**src/rtl/fetch_stage_if.sv**
```systemverilog
// Instruction-memory request/response channel between the fetch stage and imem.
// The fetch stage is the master; the memory (or its model) is the slave.
interface fetch_stage_if;
    logic        imem_req;
    logic [31:0] imem_addr;
    logic        imem_ready;
    logic        imem_rvalid;
    logic [31:0] imem_rdata;

    modport master (
        output imem_req,
        output imem_addr,
        input  imem_ready,
        input  imem_rvalid,
        input  imem_rdata
    );

    modport slave (
        input  imem_req,
        input  imem_addr,
        output imem_ready,
        output imem_rvalid,
        output imem_rdata
    );
endinterface

```
**src/rtl/fetch_stage.sv**
```systemverilog
// Instruction-fetch stage: owns the PC, keeps at most one imem request in flight,
// buffers returned words in a 2-entry {pc, instr} FIFO and flushes on redirect.
module fetch_stage #(
    parameter logic [31:0] RESET_PC  = 32'h0000_0000,
    parameter logic [31:0] NOP_INSTR = 32'h0000_0013
) (
    input  logic               clk,
    input  logic               rst,
    input  logic               stall_F,
    input  logic               redirect,
    input  logic [31:0]        redirect_pc,
    fetch_stage_if.master      imem,
    output logic [31:0]        instr_F,
    output logic [31:0]        pc_F,
    output logic               valid_F
);

    // ST_DROP means a request is in flight whose data must be thrown away.
    typedef enum logic [1:0] {
        ST_IDLE,
        ST_WAIT,
        ST_DROP
    } fetch_state_t;

    fetch_state_t state_reg, state_next;
    logic [31:0]  pc_reg, pc_next;
    logic [31:0]  req_pc_reg;
    logic [1:0]   occ_reg, occ_next;
    logic         head_reg;
    logic         tail;
    logic         push, pop, req, handshake;

    logic [31:0]  buf_pc_reg    [2];
    logic [31:0]  buf_instr_reg [2];

    always_comb begin
        state_next = state_reg;
        pc_next    = pc_reg;
        valid_F    = (occ_reg != 2'd0);
        push       = imem.imem_rvalid && (state_reg != ST_DROP) && !redirect;
        pop        = valid_F && !stall_F && !redirect;
        occ_next   = occ_reg + 2'(push) - 2'(pop);
        tail       = head_reg ^ occ_reg[0];
        // A slot is reserved at issue time, so every accepted response has room.
        req        = !rst && !redirect
                     && ((state_reg == ST_IDLE) || imem.imem_rvalid)
                     && (occ_next < 2'd2);
        handshake  = req && imem.imem_ready;

        if (redirect) begin
            pc_next    = {redirect_pc[31:2], 2'b00};
            state_next = ((state_reg != ST_IDLE) && !imem.imem_rvalid) ? ST_DROP : ST_IDLE;
        end else if (handshake) begin
            pc_next    = pc_reg + 32'd4;
            state_next = ST_WAIT;
        end else if (imem.imem_rvalid) begin
            state_next = ST_IDLE;
        end
    end

    always_ff @(posedge clk) begin
        if (rst) begin
            state_reg  <= ST_IDLE;
            pc_reg     <= RESET_PC;
            req_pc_reg <= RESET_PC;
            occ_reg    <= 2'd0;
            head_reg   <= 1'b0;
        end else begin
            state_reg <= state_next;
            pc_reg    <= pc_next;
            occ_reg   <= redirect ? 2'd0 : occ_next;
            head_reg  <= head_reg ^ pop;
            if (handshake) begin
                req_pc_reg <= pc_reg;
            end
        end
    end

    genvar gi;
    generate
        for (gi = 0; gi < 2; gi++) begin : g_slot
            always_ff @(posedge clk) begin
                if (push && (tail == 1'(gi))) begin
                    buf_pc_reg[gi]    <= req_pc_reg;
                    buf_instr_reg[gi] <= imem.imem_rdata;
                end
            end
        end
    endgenerate

    assign imem.imem_req  = req;
    assign imem.imem_addr = pc_reg;
    assign instr_F        = valid_F ? buf_instr_reg[head_reg] : NOP_INSTR;
    assign pc_F           = valid_F ? buf_pc_reg[head_reg]    : 32'h0000_0000;

endmodule
```
**src/flat_wrapper.sv**
```systemverilog
// flat-port wrapper written by rule: the top's interface ports become plain ports
module fetch_stage_flat 
#(
    parameter logic [31:0] RESET_PC  = 32'h0000_0000,
    parameter logic [31:0] NOP_INSTR = 32'h0000_0013
)
  (clk, rst, stall_F, redirect, redirect_pc, instr_F, pc_F, valid_F, imem_imem_req, imem_imem_addr, imem_imem_ready, imem_imem_rvalid, imem_imem_rdata);
  fetch_stage_if imem_i ();
  input  logic clk;
  input  logic rst;
  input  logic stall_F;
  input  logic redirect;
  input  logic [31:0] redirect_pc;
  output logic [31:0] instr_F;
  output logic [31:0] pc_F;
  output logic valid_F;
  output wire logic [$bits(imem_i.imem_req)-1:0] imem_imem_req;
  output wire logic [$bits(imem_i.imem_addr)-1:0] imem_imem_addr;
  input wire logic [$bits(imem_i.imem_ready)-1:0] imem_imem_ready;
  input wire logic [$bits(imem_i.imem_rvalid)-1:0] imem_imem_rvalid;
  input wire logic [$bits(imem_i.imem_rdata)-1:0] imem_imem_rdata;
  assign imem_imem_req = imem_i.imem_req;
  assign imem_imem_addr = imem_i.imem_addr;
  assign imem_i.imem_ready = imem_imem_ready;
  assign imem_i.imem_rvalid = imem_imem_rvalid;
  assign imem_i.imem_rdata = imem_imem_rdata;
  fetch_stage #(.RESET_PC(RESET_PC), .NOP_INSTR(NOP_INSTR)) u_core (.clk(clk), .rst(rst), .stall_F(stall_F), .redirect(redirect), .redirect_pc(redirect_pc), .imem(imem_i), .instr_F(instr_F), .pc_F(pc_F), .valid_F(valid_F));
endmodule
```
**config.mk**
```make
export PLATFORM = sky130hd
export DESIGN_NAME = fetch_stage_flat
export DESIGN_NICKNAME = d
export VERILOG_FILES = /design/src/rtl/fetch_stage_if.sv /design/src/rtl/fetch_stage.sv /design/src/flat_wrapper.sv
export SDC_FILE = /design/constraint.sdc
export NUM_CORES = 1
export LEC_CHECK = 0
export CAP_MARGIN = 30
export CORE_UTILIZATION = 27
export CTS_CLUSTER_DIAMETER = 30
export DETAILED_ROUTE_END_ITERATION = 7
export HOLD_SLACK_MARGIN = 0.03
export MAX_ROUTING_LAYER = met4
export PLACE_DENSITY = 0.46
export SYNTH_ARGS = -nofsm -noshare
export SYNTH_HDL_FRONTEND = slang
export SYNTH_SLANG_ARGS = --single-unit
```
**constraint.sdc**
```tcl
create_clock -name clk -period 5 [get_ports clk]
set_clock_uncertainty 0.15 [all_clocks]
set_input_delay 1 -clock clk [delete_from_list [all_inputs] [get_ports clk]]
set_output_delay 1 -clock clk [all_outputs]
set_load 0.03 [all_outputs]
```
==> metrics.md, run 1 <==
| Metric | Value |
|---|---|
| ANT nets after route | `0` |
| Type of the setup path with the least slack | `input port to output pin` |
| Largest net degree at the start of global routing | `between 60 and 70` |
| Worst flop-to-flop path startpoint | `u_core.state_reg[1]$_SDFFE_PP0P_` |
| Finished Cell Area | `about 10000 sq um` |
| Yosys top cell area share | `48.24%` |
| Max-Cap Viols | `0` |
| Total power density per cell area | `335.4 nW/um^2` |
| Cell with the biggest individual delay on the critical path | `clkdlybuf4s50_1` |
| Number of instances in the placed design | `1175` |
| Setup Fix Bufs, Post-CTS | `0` |
| Avg Synthesized Cell Area | `11.68 sq um` |
| Post-route non-filler standard cell count | `1207` |
| Cell type with the highest aggregate area in the netlist | `edfxtp_1` |
| Initial cell density of the core | `between 20% and 30%` |
| Number of different library cells in the post-synthesis netlist | `51` |
| Antenna diodes | `0` |
| Count of final hold-check violations | `0` |
| Worst hold margin | `slightly above 300 ps` |
| Slowest Stage Delay on Critical Path | `630 ps` |
| CP Capture Type | `output pin` |
| DRT Pass-1 Iters | `4` |
| Final global-route overflow total | `0` |
| Largest register FFs | `64` |
| Internal power consumption | `2.620 mW` |
| Register area share after synthesis | `roughly two thirds` |
| Class of the tightest hold or removal check | `flop to flop` |
| Max Clock Freq | `232.1 MHz` |
| Root buffer cell | `clkbuf_16` |
| IR Drop Worst-Case VDD | `roughly 0.17 mV` |
| DR vias | `5470` |
| Wire length reported by the detailed router | `19130 um` |
| Share of final-layout standard cells stronger than drive strength 1 | `8.082%` |
| Placer congestion estimate | `around 0.76` |
| Count of instances resized after the clock tree is built | `0` |
| Biggest fanout along the worst timing path | `9` |
| CP Launch Point | `redirect` |
| DRC violation count after routing | `0` |
| Part of the power in registers | `50.3%` |
| NumNets Final | `889` |
| Total I/O pin count | `between 150 and 200` |
| Result of the run | `finished, final reports clean` |
| Post-Syn Area | `7719 sq um` |
| Async S/R FF share, synth | `0%` |
| Share of the core filled with cells in the final layout | `37.13%` |
| Transition at the pin with the smallest max-transition slack | `882.6 ps` |
| Clock power frac | `slightly above 40%` |
| Power dissipated by switching net loads | `0.8592 mW` |
| Row count | `between 60 and 70` |
| Overall Power | `around 3.5 mW` |
| Worst setup slack after placement | `just over 400 ps` |
| Unrepaired setup endpoints after global routing | `false` |
| Total number of yosys warnings | `0` |
| Relative contribution of combinational cells to total power | `9.3%` |
| Global-route usage over all layers | `13.73%` |
| Die height | `171.1 um` |
| Clock buffer depth | `2` |
| Clock buffers created by TritonCTS | `17` |
| Min Tclk post-route | `4308 ps` |
| Total Die Area | `a little under 30000 sq um` |
| Number of synthesized flops with an enable pin | `124` |
| Post-route setup TNS | `0 ps` |
| IO buf count | `about 160` |
| Horizontal extent of the die | `171.1 um` |
| Layout filler cell count | `2822` |
| Register bit count reported by yosys | `189` |
| Final setup margin | `691.5 ps` |
| Core Area | `between 20000 and 30000 sq um` |
| Wire length of the first global-routing pass | `29690 um` |
| Clock net sink count | `between 150 and 200` |
| Final setup fails | `0` |
| Average wire per standard cell | `between 15 and 20 um` |
| Final count of pins violating max slew | `0` |
| H-tree levels | `4` |
| Gate count after technology mapping | `661` |
| Max transition margin | `41.16%` |
| Synth area leaders | `edfxtp_1, dfxtp_1, mux2i_1` |
| Nature of the critical path startpoint | `input port` |
| Most numerous cell in the Yosys netlist | `edfxtp_1` |
| Clock-pin slew of the registers on the worst-case setup and hold paths | `70 ps` |
| Switching power as a share of total power | `24.70%` |
| Leading register cell type out of synthesis | `edfxtp_1` |
| Vias in the first global route | `5233` |
| Most frequent cells after synthesis | `edfxtp_1, nand2_1, nor2_1` |
| Via-to-Cell Ratio | `roughly 4.5` |
| TritonCTS clock tree | `yes` |
| Antenna violations before repair | `0` |
| Count of hold buffers inserted by post-cts repair | `0` |
| Area grow syn2layout | `34.37%` |
| Placed wire-length estimate after detailed placement | `about 12000 um` |
| Part of the cycle the worst path needs | `86.17%` |
| Number of design-rule violations left by the first detailed-router iteration | `223` |
| Worst Hold Launch | `u_core.req_pc_reg[26]$_SDFFE_PP0P_` |
| Clock latency on the worst-skew pair | `around 430 ps` |
| Most frequent CP cell | `ha_1` |
| Worst path required time | `3850 ps` |
| Placed standard-cell area | `9761 sq um` |
| Leakage | `3.338 nW` |
| CP arrival | `3160 ps` |
| Worst-path cell chain | `clkdlybuf4s50_1, nor3_1, ha_1, inv_1, ha_1, xnor3_2, and3_1, buf_4` |
[final timing paths]
check / endpoint / slack, ps / cells after the start
setup reg to reg: u_core.imem.imem_addr[29]$_SDFFE_PP0P_ / 1780 / 10
hold reg to reg: u_core.buf_pc_reg[0][26]$_DFFE_PP_ / 300 / 0
setup / recovery: imem_imem_req / 690 / 8
hold / removal: u_core.buf_pc_reg[0][26]$_DFFE_PP_ / 300 / 0
[power by group through the flow]
stage	combinational (mW)	clock, mW	sequential, mW
after floorplan	0.152	0	1.80
after global placement	0.327	0	1.79
after detailed placement	0.328	0	1.79
after CTS	0.330	1.45	1.75
after global routing	0.350	1.51	1.76
final	0.324	1.40	1.75
[per-layer routing]
layer  share of wire [%]  up-vias  wire length, um  GRT usage, %
li1                    -     2707                -             -
met1                  51     2593             9764         19.10
met2                  44      157             8324         20.18
met3                 4.6       13              879         2.845
met4                0.84        0              161         3.610
met5                   0        -                0             -
[worst max-delay path, delay by kind of cell]
kind / cells / cell delay (ps)
fa+ha+maj: 2 / 440
buf+inv: 3 / 860
simple gates: 2 / 590
xor+xnor: 1 / 280
[placed cells by master (no fill, tap or decap), drive strengths merged, types with 2 or more instances in the layout]
cell | Yosys | layout
a22oi | 2 | 2
nor3 | 11 | 11
edfxtp | 124 | 124
and4 | 4 | 4
clkbuf | 23 | 18
nand3b | 2 | 2
or3 | 6 | 6
mux2 | 4 | 4
bufinv | 0 | 2
conb | 1 | 4
nor2 | 78 | 78
or4 | 3 | 3
ha | 3 | 3
buf | 20 | 17
clkinvlp | 0 | 3
o211ai | 9 | 9
nor4 | 4 | 4
and3 | 3 | 3
dfxtp | 65 | 65
clkdlybuf4s50 | 0 | 159
mux2i | 62 | 62
nand2 | 94 | 94
nand4 | 11 | 11
and2 | 4 | 4
nand3 | 15 | 15
a32oi | 4 | 4
inv | 10 | 18
a31oi | 18 | 18
o21ai | 15 | 15
a21oi | 54 | 54
[kinds of logic after synthesis]
kind of cell | count (synthesis) | share of synthesized area (%)
xor+xnor | 3 | 0.5349
fa+ha+maj | 3 | 0.4864
flops | 189 | 65.10
buf+inv | 53 | 3.048
mux | 66 | 8.624
simple gates | 238 | 14.02
compound gates | 108 | 8.137
other cells | 1 | 0.04858
[layout make-up]
type,instances,area [sq um],share of cell area [%]
tap,378,473.0,4.560
timing repair buffer,176,1729,16.67
multi-input combinational,422,2492,24.03
clock inverter,14,171.4,1.653
inverter,10,37.54,0.3619
clock buffer,18,439.2,4.235
sequential,189,5029,48.49
(Power assumes the default switching activity.)
==> run 2: changes to the inputs <==
- CTS_BUF_LIST: not set -> sky130_fd_sc_hd__clkbuf_8
- PLACE_DENSITY: 0.46 -> 0.44
- clock period: 5 -> 4.3 ns (I/O delays scaled with it)
==> metrics.md, run 2 (synthesis gave the netlist of run 1 again) <==
| Metric | Value |
|---|---|
| Worst flop-to-flop path startpoint | `u_core.occ_reg[0]$_SDFF_PP0_` |
| Leading cell type in the layout, fill and taps excluded | `clkdlybuf4s50_1` |
| Part of the power in registers | `55.8%` |
| Final setup fails | `0` |
| H-tree levels | `4` |
| Max Clock Freq | `~260 MHz` |
| Placer congestion estimate | `around 0.87` |
| IO buf count | `~160` |
| Slowest Stage Delay on Critical Path | `~520 ps` |
| Cell with the biggest individual delay on the critical path | `clkdlybuf4s50_1` |
| Met2 layer usage reported by global route | `a little over a fifth` |
| Leakage | `3.282 nW` |
| Row count | `61` |
| Antenna diodes | `0` |
| Global Route met1 Usage | `18.54%` |
| Finished Cell Area | `10220 sq um` |
| Root buffer cell | `clkbuf_8` |
| Global-route usage over all layers | `roughly 14%` |
| Transition at the pin with the smallest max-transition slack | `746.6 ps` |
| Core Area | `27930 sq um` |
| Wire length of the first global-routing pass | `29880 um` |
| Number of instances in the placed design | `1178` |
| Post-route setup TNS | `0 ps` |
| Min Tclk post-route | `3883 ps` |
| Nature of the critical path startpoint | `input port` |
| Via-to-Cell Ratio | `4.559` |
| Number of buffer and inverter stages on the critical path | `3` |
| Total Die Area | `29270 sq um` |
| Worst path top cell family by delay | `buffers and inverters` |
| Placed wire-length estimate after detailed placement | `12750 um` |
| FF+latch area | `a little over 5000 sq um` |
| Power dissipated by switching net loads | `0.9783 mW` |
| Horizontal extent of the die | `171.1 um` |
| Switching power as a share of total power | `26.84%` |
| Number of cells on the worst hold path | `0` |
| Clock buffer depth | `2` |
| Most frequent CP cell | `ha_1` |
| Result of the run | `finished, final reports clean` |
| Clock buffers created by TritonCTS | `17` |
| Area of the multi-input gates | `about 2500 sq um` |
| Biggest fanout along the worst timing path | `4` |
| Initial cell density of the core | `27.63%` |
| Count of final hold-check violations | `0` |
| Total I/O pin count | `about 170` |
| Placed standard-cell area | `9808 sq um` |
| Final global-route overflow total | `0` |
| Wire length reported by the detailed router | `19340 um` |
| Clock-pin slew of the registers on the worst-case setup and hold paths | `120 ps` |
| Type of the setup path with the least slack | `input port to output pin` |
| Most crowded layer after global routing | `met2` |
| Worst hold margin | `approximately 300 ps` |
| Setup slack, reg-to-reg | `1450 ps` |
| DR vias | `5516` |
| Post-route non-filler standard cell count | `1210` |
| Count of instances resized after the clock tree is built | `0` |
| Relative contribution of combinational cells to total power | `10.5%` |
| Largest net degree at the start of global routing | `65` |
| Vias in the first global route | `5480` |
| Part of the cycle the worst path needs | `90.30%` |
| Worst path required time | `~3300 ps` |
| Count of hold buffers inserted by post-cts repair | `0` |
| FF-to-FF path depth | `11` |
| IR Drop Worst-Case VDD | `0.2057 mV` |
| Internal power consumption | `between 2 and 3 mW` |
| Layout filler cell count | `between 2000 and 3000` |
| Unrepaired setup endpoints after global routing | `false` |
| Hold endpoint | `u_core.buf_pc_reg[1][6]$_DFFE_PP_` |
| Average wire per standard cell | `15.98 um` |
| Max-Cap Viols | `0` |
| Share of final-layout standard cells stronger than drive strength 1 | `between 8 and 9%` |
| Die height | `171.1 um` |
| Number of design-rule violations left by the first detailed-router iteration | `344` |
| DRT Pass-1 Iters | `4` |
| Worst-path cell chain | `clkdlybuf4s50_1, nor3_1, ha_1, inv_1, ha_1, xnor3_2, and3_1, buf_4` |
| TritonCTS clock tree | `yes` |
| DRC violation count after routing | `0` |
| Max transition margin | `50.11%` |
| Clock latency on the worst-skew pair | `460 ps` |
| Setup Fix Bufs, Post-CTS | `0` |
| Antenna violations before repair | `0` |
| Worst reg2reg path endpoint | `u_core.imem.imem_addr[5]$_SDFFE_PP0P_` |
| Final count of pins violating max slew | `0` |
| Largest register FFs | `64` |
| Share of the core filled with cells in the final layout | `a little over a third` |
| ANT nets after route | `0` |
| Area grow syn2layout | `32.39%` |
| Clock net sink count | `189` |
| Class of the tightest hold or removal check | `flop to flop` |
| Commonest cells after routing, fill and taps aside | `clkdlybuf4s50_1, edfxtp_1, nand2_1` |
| CP arrival | `2870 ps` |
| Worst Hold Launch | `u_core.req_pc_reg[6]$_SDFFE_PP0P_` |
| Clock power frac | `33.7%` |
| M3 GR Usage | `under 10%` |
| CP Capture Type | `output pin` |
| Total power density per cell area | `approximately 360 nW/um^2` |
| NumNets Final | `just under 900` |
==> run 2: cell types whose count changed in the layout (fill, tap and decap cells not counted), moves of 2 or more <==
cell        before  now
clkinv_4         0    2
clkbuf_16       17    0
buf_12           1    3
inv_6            6    3
clkinvlp_4       2    0
inv_8            2    6
clkbuf_8         1   18
==> run 2: area by class of cell <==
type / count / share of cell area, %
multi-input combinational: 422 / 24.39
sequential: 189 / 49.21
clock buffer: 18 / 2.424
tap: 378 / 4.628
inverter: 10 / 0.3673
timing repair buffer: 179 / 17.39
clock inverter: 14 / 1.592
==> run 2: layer usage <==
layer	routed length, um	vias up	share of wire (%)
met5	0	-	0
met4	204	0	1.1
met3	797	11	4.1
met2	8741	160	45
met1	9594	2637	50
li1	-	2708	-
==> run 2: worst max path at each step <==
stage                                                   endpoint  depth (start not counted)      from
after floorplan             u_core.buf_instr_reg[0][0]$_DFFE_PP_                          5  redirect
after global placement                             imem_imem_req                          8  redirect
after detailed placement  u_core.imem.imem_addr[27]$_SDFFE_PP0P_                         11  redirect
after CTS                                          imem_imem_req                          8  redirect
after global routing                               imem_imem_req                          8  redirect
final                                              imem_imem_req                          8  redirect
==> run 2: through the flow <==
stage	worst slack [ps]	power [mW]
2_1_floorplan	501.1	2.267
3_3_place_gp	409.1	2.459
3_5_place_dp	356.8	2.465
4_1_cts	374.4	3.701
5_1_grt	299.1	3.800
6_report	417.1	3.645
==> run 2: worst register-to-register path, cell delays in order (launching register included) <==
cell     delay [ps]
dfxtp_1         430
nor2_4           40
nor3_1          240
ha_1            290
inv_1            60
ha_1            140
xnor3_2         280
and4_2          330
nor2_2          320
buf_4           240
o21ai_0         100
a21oi_1         160
==> run 2: power groups by stage <==
stage | clock network, mW | registers (mW) | logic (mW)
after global routing | 1.34 | 2.04 | 0.416
after detailed placement | 0 | 2.07 | 0.390
final | 1.23 | 2.03 | 0.384
after global placement | 0 | 2.07 | 0.386
after CTS | 1.28 | 2.03 | 0.392
after floorplan | 0 | 2.09 | 0.177
==> run 3: changes to the inputs <==
- GPL_ROUTABILITY_DRIVEN: not set -> 0
==> results of run 3 <==
The final DEF is identical to that of run 2; final timing and power are the same.
